File: src/rtl/stroke_link_pkg.sv
// Shared definitions for the stroke link (receiver and transmitter).
// Holds the code width, field widths/offsets within the 26-bit code word
// {x[9:0], y[8:0], color[3:0], sw[2:0]}, and the receiver state encoding.
package stroke_link_pkg;

  localparam int CODE_W    = 26;

  localparam int X_W       = 10;
  localparam int Y_W       = 9;
  localparam int COLOR_W   = 4;
  localparam int SW_W      = 3;

  localparam int SW_LSB    = 0;
  localparam int COLOR_LSB = SW_LSB + SW_W;       // 3
  localparam int Y_LSB     = COLOR_LSB + COLOR_W; // 7
  localparam int X_LSB     = Y_LSB + Y_W;         // 16

  typedef enum logic [2:0] {
    ST_IDLE,
    ST_START,
    ST_DATA,
    ST_PARITY,
    ST_STOP
  } stroke_state_e;

endpackage

File: src/rtl/stroke_code_rx.sv
// Stroke-link serial receiver.
// Frame: start(0), 26 data bits MSB first, even parity, stop(1).
// Ports:
//   clk_in          sole clock, rising edge
//   rst_in          async active-low reset
//   serial_in       line input (idle high), already synchronized
//   busy_out        high while a frame is being received
//   valid_out       1-cycle pulse, new good code on code_out / fields
//   code_out        last good 26-bit code
//   x_out/y_out/color_out/sw_out  slices of code_out
//   parity_err_out  1-cycle pulse, frame dropped on bad parity
//   frame_err_out   1-cycle pulse, frame dropped on bad stop bit
module stroke_code_rx
  import stroke_link_pkg::*;
#(
  parameter int unsigned CYCLES_PER_BIT = 100
) (
  input  logic                clk_in,
  input  logic                rst_in,
  input  logic                serial_in,
  output logic                busy_out,
  output logic                valid_out,
  output logic [CODE_W-1:0]   code_out,
  output logic [X_W-1:0]      x_out,
  output logic [Y_W-1:0]      y_out,
  output logic [COLOR_W-1:0]  color_out,
  output logic [SW_W-1:0]     sw_out,
  output logic                parity_err_out,
  output logic                frame_err_out
);

  localparam logic [9:0] HALF_CNT = 10'(CYCLES_PER_BIT / 2);
  localparam logic [9:0] LAST_CNT = 10'(CYCLES_PER_BIT - 1);
  localparam logic [4:0] LAST_BIT = 5'(CODE_W - 1);

  stroke_state_e     state_q, state_d;
  logic [9:0]        cnt_q, cnt_d;
  logic [4:0]        bit_q, bit_d;
  logic [CODE_W-1:0] shift_q, shift_d;
  logic [CODE_W-1:0] code_q, code_d;
  logic              par_q, par_d;
  // Set after a bad stop bit: stay in STOP until the line returns high so a
  // held-low line is not mistaken for a new start bit.
  logic              brk_q, brk_d;
  logic              busy_q, busy_d;
  logic              valid_q, valid_d;
  logic              perr_q, perr_d;
  logic              ferr_q, ferr_d;

  always_comb begin
    state_d = state_q;
    cnt_d   = cnt_q + 10'd1;
    bit_d   = bit_q;
    shift_d = shift_q;
    code_d  = code_q;
    par_d   = par_q;
    brk_d   = brk_q;
    valid_d = 1'b0;
    perr_d  = 1'b0;
    ferr_d  = 1'b0;

    unique case (state_q)
      ST_IDLE: begin
        cnt_d = '0;
        brk_d = 1'b0;
        if (!serial_in) state_d = ST_START;
      end
      ST_START: begin
        if (cnt_q == HALF_CNT) begin
          cnt_d = '0;
          if (serial_in) begin
            state_d = ST_IDLE;  // false start
          end else begin
            state_d = ST_DATA;
            bit_d   = '0;
          end
        end
      end
      ST_DATA: begin
        if (cnt_q == LAST_CNT) begin
          cnt_d   = '0;
          shift_d = {shift_q[CODE_W-2:0], serial_in};
          bit_d   = bit_q + 5'd1;
          if (bit_q == LAST_BIT) state_d = ST_PARITY;
        end
      end
      ST_PARITY: begin
        if (cnt_q == LAST_CNT) begin
          cnt_d   = '0;
          par_d   = serial_in;
          state_d = ST_STOP;
        end
      end
      ST_STOP: begin
        if (brk_q) begin
          cnt_d = '0;
          if (serial_in) state_d = ST_IDLE;
        end else if (cnt_q == LAST_CNT) begin
          cnt_d = '0;
          if (!serial_in) begin
            ferr_d = 1'b1;  // stop error wins over parity
            brk_d  = 1'b1;
          end else if ((^shift_q) ^ par_q) begin
            perr_d  = 1'b1;
            state_d = ST_IDLE;
          end else begin
            valid_d = 1'b1;
            code_d  = shift_q;
            state_d = ST_IDLE;
          end
        end
      end
      default: state_d = ST_IDLE;
    endcase

    busy_d = (state_d != ST_IDLE);
  end

  always_ff @(posedge clk_in or negedge rst_in) begin
    if (!rst_in) begin
      state_q <= ST_IDLE;
      cnt_q   <= '0;
      bit_q   <= '0;
      shift_q <= '0;
      code_q  <= '0;
      par_q   <= 1'b0;
      brk_q   <= 1'b0;
      busy_q  <= 1'b0;
      valid_q <= 1'b0;
      perr_q  <= 1'b0;
      ferr_q  <= 1'b0;
    end else begin
      state_q <= state_d;
      cnt_q   <= cnt_d;
      bit_q   <= bit_d;
      shift_q <= shift_d;
      code_q  <= code_d;
      par_q   <= par_d;
      brk_q   <= brk_d;
      busy_q  <= busy_d;
      valid_q <= valid_d;
      perr_q  <= perr_d;
      ferr_q  <= ferr_d;
    end
  end

  assign busy_out       = busy_q;
  assign valid_out      = valid_q;
  assign parity_err_out = perr_q;
  assign frame_err_out  = ferr_q;
  assign code_out       = code_q;
  assign x_out          = code_q[X_LSB     +: X_W];
  assign y_out          = code_q[Y_LSB     +: Y_W];
  assign color_out      = code_q[COLOR_LSB +: COLOR_W];
  assign sw_out         = code_q[SW_LSB    +: SW_W];

endmodule
File: config.mk
export PLATFORM = sky130hd
export DESIGN_NAME = stroke_code_rx
export DESIGN_NICKNAME = d
export VERILOG_FILES = /design/src/rtl/stroke_link_pkg.sv /design/src/rtl/stroke_code_rx.sv
export SDC_FILE = /design/constraint.sdc
export NUM_CORES = 1
export LEC_CHECK = 0
export ABC_AREA = 1
export CAP_MARGIN = 0
export CORE_ASPECT_RATIO = 0.7
export CORE_MARGIN = 5
export CORE_UTILIZATION = 54
export DETAILED_ROUTE_END_ITERATION = 7
export PLACE_DENSITY = 0.82
export SYNTH_ARGS = -nofsm -noshare
export SYNTH_HDL_FRONTEND = slang
export SYNTH_SLANG_ARGS = --single-unit
File: constraint.sdc
create_clock -name clk_in -period 2.5 [get_ports clk_in]
set_input_delay 0.75 -clock clk_in [delete_from_list [all_inputs] [get_ports clk_in]]
set_output_delay 0.75 -clock clk_in [all_outputs]
set_load 0.02 [all_outputs]
---- After elaboration in Yosys (flattened, before gate mapping) ----
Cells that the tools add are included.
cells by class
  add/subtract/negate cells ............... 2
  equality and inequality tests ........... 10
  muxes and demuxes ....................... 34
  bitwise operators ....................... 3
  reductions and logical operators ........ 10
operator list
  operator                 count
  $pmux W10 S4             1
  $mux W10                 3
  $reduce_xor A26 Y1       1
  $mux W3                  8
  $mux W1                  15
  $mux W5                  3
  $pmux W3 S5              1
  $add A10 B1 Y10 const B  1
  $eq A10 B6 Y1 const B    1
  $eq A10 B7 Y1 const B    1
  $pmux W5 S2              1
  $eq A3 B2 Y1 const B     2
  $ne A2 B2 Y1 const B     3
  $add A5 B1 Y5 const B    1
  $eq A5 B5 Y1 const B     1
  $reduce_and A5 Y1        1
  $reduce_and A2 Y1        2
  $reduce_and A4 Y1        1
  $reduce_bool A2 Y1       2
  $eq A3 B1 Y1 const B     1
  $eq A3 B3 Y1 const B     1
  $logic_not A3 Y1         1
  $reduce_bool A3 Y1       1
  $mux W2                  1
  4 further kinds          5
word-level totals
  flip-flop bits (word level) ............. 76
  input bits .............................. 3
  output and inout bits ................... 56
  logic and storage cells ................. 70

---- Depth between registers and ports, before layout ----
Gate-level depths: netlist (run 1).
  depth after elaboration ................. 7
  depth in mapped cells ................... 16
  gate-level depth less buffers ........... 15

---- Worst setup path after synthesis (run 1) ----
No wires, ideal clock.
  kind .................................... in2reg
  start ................................... input port serial_in
  end ..................................... register code_q[10], in the netlist code_out[10]
  data arrival time ....................... 1.607 ns
  path slack .............................. 0.776 ns
  stages on the path ...................... 6
  buffers on the path ..................... 1
  cells stage by stage .................... inv_1 > nor3_4 > nand2_4 > buf_6 > nand2_1 > nand2_1
on the way
  longest elaborated chain between the ends .. 1
RTL lines
  element                             RTL line               text
  start: declaration                  stroke_code_rx.sv:20   input logic serial_in,
  $reduce_and A5 Y1 (no source line)  --
  end signal: assignment              stroke_code_rx.sv:137  code_q <= code_d;
  end: declaration                    stroke_code_rx.sv:40   logic [CODE_W-1:0] code_q, code_d;
Every way passes these cells.
A chain may end at the register's enable or synchronous reset.

---- Worst setup path after layout (run 1) ----
  start ................................... register cnt_q[2]
  end ..................................... register shift_q[0]
on the way
  longest elaborated chain between the ends .. 2
RTL lines
  element                             RTL line               text
  start: declaration                  stroke_code_rx.sv:37   logic [9:0] cnt_q, cnt_d;
  start signal: assignment            stroke_code_rx.sv:134  cnt_q <= cnt_d;
  $eq A10 B7 Y1                       stroke_code_rx.sv:80   if (cnt_q == LAST_CNT) begin
  $reduce_and A2 Y1 (no source line)  --
  end signal: assignment              stroke_code_rx.sv:136  shift_q <= shift_d;
  end: declaration                    stroke_code_rx.sv:39   logic [CODE_W-1:0] shift_q, shift_d;
Every way passes these cells.

==> qor.txt, run 1 <==
Mapped Cells - 522
Max IR drop VDD - 0.4015 mV
Post-Syn Area - 0.003996 mm^2
P_leak - 2.388 nW
Finish-stage setup viols - 0
Post-synth top flop - dfrtp_1
clock root cell - clkbuf_8
minimum clock period - 2.112 ns
clock-pin slew on the worst setup and hold paths - 0.08 ns
IO Port Bufs - 58
skew final - 0.01268 ns
Warnings, synthesis - 0
Crit. End Element - flip-flop
most frequent cell after synthesis - nand2_1
Detailed Route WL - 8268 um
FF-to-FF Start - cnt_q[2]
DR vias - 3300
Max-Cap Viols - 0
post-synth top area share - 47.59%
number of setup buffers added after CTS - 0
syn_nets - 529
nets@finish - 566
RSZ-0062 raised after global routing - false
Reg2Reg Capture Point - shift_q[0]
total gr overflow - 0
# H-tree levels - 3
status - finished clean
drt pass-1 iters - 4
Resized cells post-CTS - 0
FMAX - 473.4 MHz
cts hold-fix bufs - 0
placed cell areas - 0.004484 mm^2
Fin Setup TNS - 0 ns
layout cells sized above 1 - 6.750%
share of flip-flops with an asynchronous set or reset - 100.0%
slowest library cell on the worst path - dfrtp_1
CTS tree - built
cell area after layout - 0.004674 mm^2
sequential area share after synthesis - 47.59%
I/O Pins - 59
Reg2Reg Setup Slack - 0.39 ns
number of synthesized flops with an enable pin - 0
Placer Congestion - 0.9213
DR WL/cell - 12.51 um
total core area - 0.007254 mm^2
# fillers - 605
Arrival @ worst endpoint - 2.33 ns
count of cell types in the netlist - 34
DR iter-0 viols - 161
Startpoint Class - flip-flop
maximum fanout along the worst path - 25
die area - 0.009248 mm^2
commonest cells in the netlist - nand2_1 (207), dfrtp_1 (76), inv_1 (59)
crit path kind - flip-flop to flip-flop
initial antenna violation count - 0
post-synth top area cell - dfrtp_1
Max stage delay on crit path - 0.43 ns
slew margin rel. - 62.47%
crit-path leading delay family - simple AND/OR/NAND/NOR gates
syn_area_per_cell - 7.656 um^2
Fin. Hold Viols - 0
DRC - 0
die extent in y - 81.98 um
Final Cycle Share - 84.49%
P per Cell Area - 546.8 mW/mm^2
Syn-to-layout area delta - 16.97%
vias in the first global route - 3193
diode count - 0
GRT Overall Usage - 19.58%
top cells by area, synth - dfrtp_1 (48%), nand2_1 (19%), inv_1 (5.5%)
WP data required - 2.72 ns
Buffers & Inverters on Critical Path - 2
CP most frequent cell - nand2_1
Max Buffers Root-to-Sink - 2
cts bufs inserted - 9
DP Wirelength - 5943 um
Crit. Startpoint - cnt_q[2]
Final Util - 64.44%
flops & latches, synth - 76
worst slew pin tran - 0.5616 ns
antenna viol nets, final - 0
std cell rows - 26
Worst Reg-to-Reg Cells - 8
CP cell instances - or2_1 -> nor3_2 -> nand2_2 -> inv_1 -> nand2_1 -> buf_4 -> nand2_1 -> o21ai_0
Min-Delay Path Class - input port to async pin
Vias/cell - 4.992
fin. max-slew vios - 0
Die W - 112.8 um
Initial Util - 55.09%
maximum number of pins on one net before global-route repair - 40
Clk Latency, worst-skew pair - 0.36 ns
first-pass GRT wire length - 14410 um
Sink Count - 76
where the power goes:
| part | leakage (nW) | switching [mW] | internal, mW |
|---|---|---|---|
| Sequential | 1.02 | 0.0530 | 1.29 |
| Clock | 0.0990 | 0.454 | 0.457 |
| Combinational | 1.27 | 0.190 | 0.112 |
| Total | 2.39 | 0.697 | 1.86 |
state kept, by name, indices dropped and copies added, names as in the netlist:
name and count:
brk_q 1, busy_out 1, valid_out 1, code_out 26
par_q 1, state_q 3, parity_err_out 1, frame_err_out 1
shift_q 26, cnt_q 10, bit_q 5
stage by stage:
step           cells  power, mW  hold WS [ns]  worst slack, ns
2_1_floorplan    522      1.565        0.4233           0.7756
3_3_place_gp     646      1.655        0.4417           0.2917
3_5_place_dp     646      1.665        0.4511           0.2219
4_1_cts          661      2.581        0.3765           0.3582
5_1_grt          661      2.695        0.4044           0.1757
6_report         661      2.556        0.3696           0.3878
final cells by class:
type / count / area (um^2) / share of cell area [%]
Inverter: 62 / 232.7 / 4.979
Clock inverter: 6 / 66.31 / 1.419
Tap cell: 98 / 122.6 / 2.623
Timing Repair Buffer: 64 / 648.1 / 13.87
Clock buffer: 9 / 123.9 / 2.650
Sequential cell: 76 / 1902 / 40.69
Multi-Input combinational cell: 346 / 1579 / 33.78
cells by family (layout without fill, tap and decap cells):
logic type | after synthesis | after routing | share of synthesized area [%]
simple gates | 290 | 290 | 30.34
mux | 3 | 3 | 0.8140
fa+ha+maj | 4 | 4 | 1.252
compound gates | 45 | 45 | 6.231
flops | 76 | 76 | 47.59
xor+xnor | 4 | 4 | 0.8768
buf+inv | 100 | 141 | 12.90
placed cells by master (no fill, tap or decap), drive strengths merged, types with 2 or more instances in the layout:
cell,n
a21oi,6
buf,7
clkbuf,9
clkdlybuf4s50,57
clkinv,5
dfrtp,76
ha,4
inv,62
mux2,2
nand2,210
nand3,40
nand3b,4
nand4,4
nor2,23
nor3,6
o21ai,33
or2,3
xnor2,3
metal layers:
metal  global-route usage (%)  routed length (um)  vias up
met3                    6.406                 571       12
li1                         -                   -     1676
met1                    24.62                3875     1519
met2                    33.16                3710       93
met5                        0                   0        -
met4                    4.802                 109        0
worst max path at each step:
stage,endpoint,depth (start not counted)
2_1_floorplan,code_out[10],6
3_3_place_gp,bit_q[3],6
3_5_place_dp,bit_q[2],6
4_1_cts,shift_q[0],8
5_1_grt,shift_q[0],8
6_report,shift_q[0],8
Note: power is estimated with default switching activity, not from simulation.
==> inputs of run 2 (changes only) <==
- CORE_UTILIZATION: 54 -> 49
- PLACE_DENSITY: 0.82 -> 0.78
- clock period: 2.5 -> 1.9 ns (I/O delays scaled with it)
==> run 2 against run 1 <==
Non-clock buffer count grew 18. Via count grew 6.6%. Global-route usage decreased by 2.7 points. Combinational power is 52% higher. Die area rose by 9.1%. Sequential cell count unchanged. Highest routed layer unchanged. Final area grew 11%. Utilization up 1.1 points. Routed wire length up 13%. Largest cell class unchanged.
==> qor.txt, run 2 (synthesis gave the netlist of run 1 again) <==
layout cells sized above 1 - 13.53%
cts bufs inserted - 9
slew margin rel. - 69.69%
Clk Latency, worst-skew pair - 0.33 ns
Comb power frac - 11.3%
initial antenna violation count - 0
Detailed Route WL - 9346 um
fin cells - 685
switching pwr - 1.025 mW
Max Buffers Root-to-Sink - 2
final worst setup slack - 0.03567 ns
Final Util - 65.50%
Int Pwr - 3.040 mW
P per Cell Area - 785.2 mW/mm^2
Die W - 117.9 um
I/O Pins - 59
diode count - 0
Startpoint Class - flip-flop
die extent in y - 85.56 um
fin. max-slew vios - 0
Min-Delay Path Class - input port to async pin
DRC - 0
RSZ-0062 raised after global routing - true
P_leak - 3.288 nW
most frequent cells in the layout - nand2_1 (197), dfrtp_1 (74), inv_1 (54)
FMAX - 536.4 MHz
Initial Util - 50.55%
Final Cycle Share - 98.12%
die area - 0.01009 mm^2
drt pass-1 iters - 5
DP Wirelength - 5727 um
# fillers - 621
CP cell instances - clkdlybuf4s50_1
total core area - 0.007905 mm^2
Max-Cap Viols - 0
Vias/cell - 5.136
Fin. Hold Viols - 0
worst slew pin tran - 0.4512 ns
GRT Overall Usage - 16.86%
Max stage delay on crit path - 0.61 ns
Finish-stage setup viols - 0
cts hold-fix bufs - 0
first-pass GRT wire length - 14080 um
CTS tree - built
DR WL/cell - 13.64 um
sw frac - 25.22%
Hold WS - 0.2470 ns
Syn-to-layout area delta - 29.56%
DR iter-0 viols - 223
status - finished clean
Crit. End Element - output port
slowest library cell on the worst path - clkdlybuf4s50_1
WP data required - 1.33 ns
crit-path leading delay family - buffers and inverters
maximum fanout along the worst path - 3
vias in the first global route - 3053
total gr overflow - 0
maximum number of pins on one net before global-route repair - 77
leading cell type in the layout, fill and taps excluded - nand2_1
antenna viol nets, final - 0
crit path kind - flip-flop to output port
std cell rows - 27
Max IR drop VDD - 0.5974 mV
share of power burned in registers - 43.7%
Placed Cells incl. Taps - 655
IO Port Bufs - 58
DR vias - 3518
clock root cell - clkbuf_16
Placer Congestion - 0.8670
clock-pin slew on the worst setup and hold paths - 0.06 ns
Buffers & Inverters on Critical Path - 1
# H-tree levels - 3
minimum clock period - 1.864 ns
clock network power share - 45.0%
skew final - 0.005642 ns
nets@finish - 587
Arrival @ worst endpoint - 1.29 ns
Sink Count - 76
DP Worst Slack - -0.1119 ns
-- run 2: layout make-up --
class	count	area (um^2)	share of cell area [%]
flip-flops and latches	76	1904	36.78
multi-input cells	349	1704	32.91
repair buffers	82	894.6	17.28
inverters	62	232.7	4.495
clock buffers	10	229.0	4.422
well taps	101	126.4	2.441
clock inverters	5	86.33	1.667
-- run 2: per-layer routing --
layer | GRT usage (%) | vias up | routed length, um
li1 | - | 1727 | -
met1 | 22.36 | 1656 | 4360
met2 | 26.85 | 122 | 4193
met3 | 5.801 | 13 | 678
met4 | 4.167 | 0 | 113
met5 | 0 | - | 0
-- run 2: through the flow --
step | power, mW | cell area [um^2] | TNS, ns
after floorplan | 2.060 | 3996 | 0
after global placement | 2.175 | 4533 | -1.027
after CTS | 4.035 | 4841 | 0
after detailed placement | 2.206 | 4533 | -2.921
final | 4.065 | 5177 | 0
after global routing | 4.260 | 5177 | -0.2124
-- run 2: worst paths after layout --
path / slack, ns / from / end / cells after the start
setup / recovery: 0.04 / code_out[17] / code_out[17] / 1
hold / removal: 0.25 / rst_in / cnt_q[4] / 2
setup reg to reg: 0.06 / cnt_q[2] / bit_q[3] / 9
hold reg to reg: 0.46 / cnt_q[9] / cnt_q[9] / 1
max in group asynchronous: 1.31 / rst_in / shift_q[8] / 2
min in group clk_in: 0.46 / cnt_q[9] / cnt_q[9] / 1
-- run 2: power groups by stage --
stage / sequential (mW) / combinational, mW / clock, mW
after global placement: 1.79 / 0.387 / 0
final: 1.78 / 0.460 / 1.83
after detailed placement: 1.79 / 0.414 / 0
after CTS: 1.76 / 0.416 / 1.85
after global routing: 1.78 / 0.535 / 1.94
after floorplan: 1.79 / 0.274 / 0
-- run 2: what timing repair did --
item                       4_1_cts  5_1_grt
setup endpoints to repair       33       73
gates cloned                     0        5
setup buffers                    0       10
gates resized for setup         19       65
pin swaps                        0        5
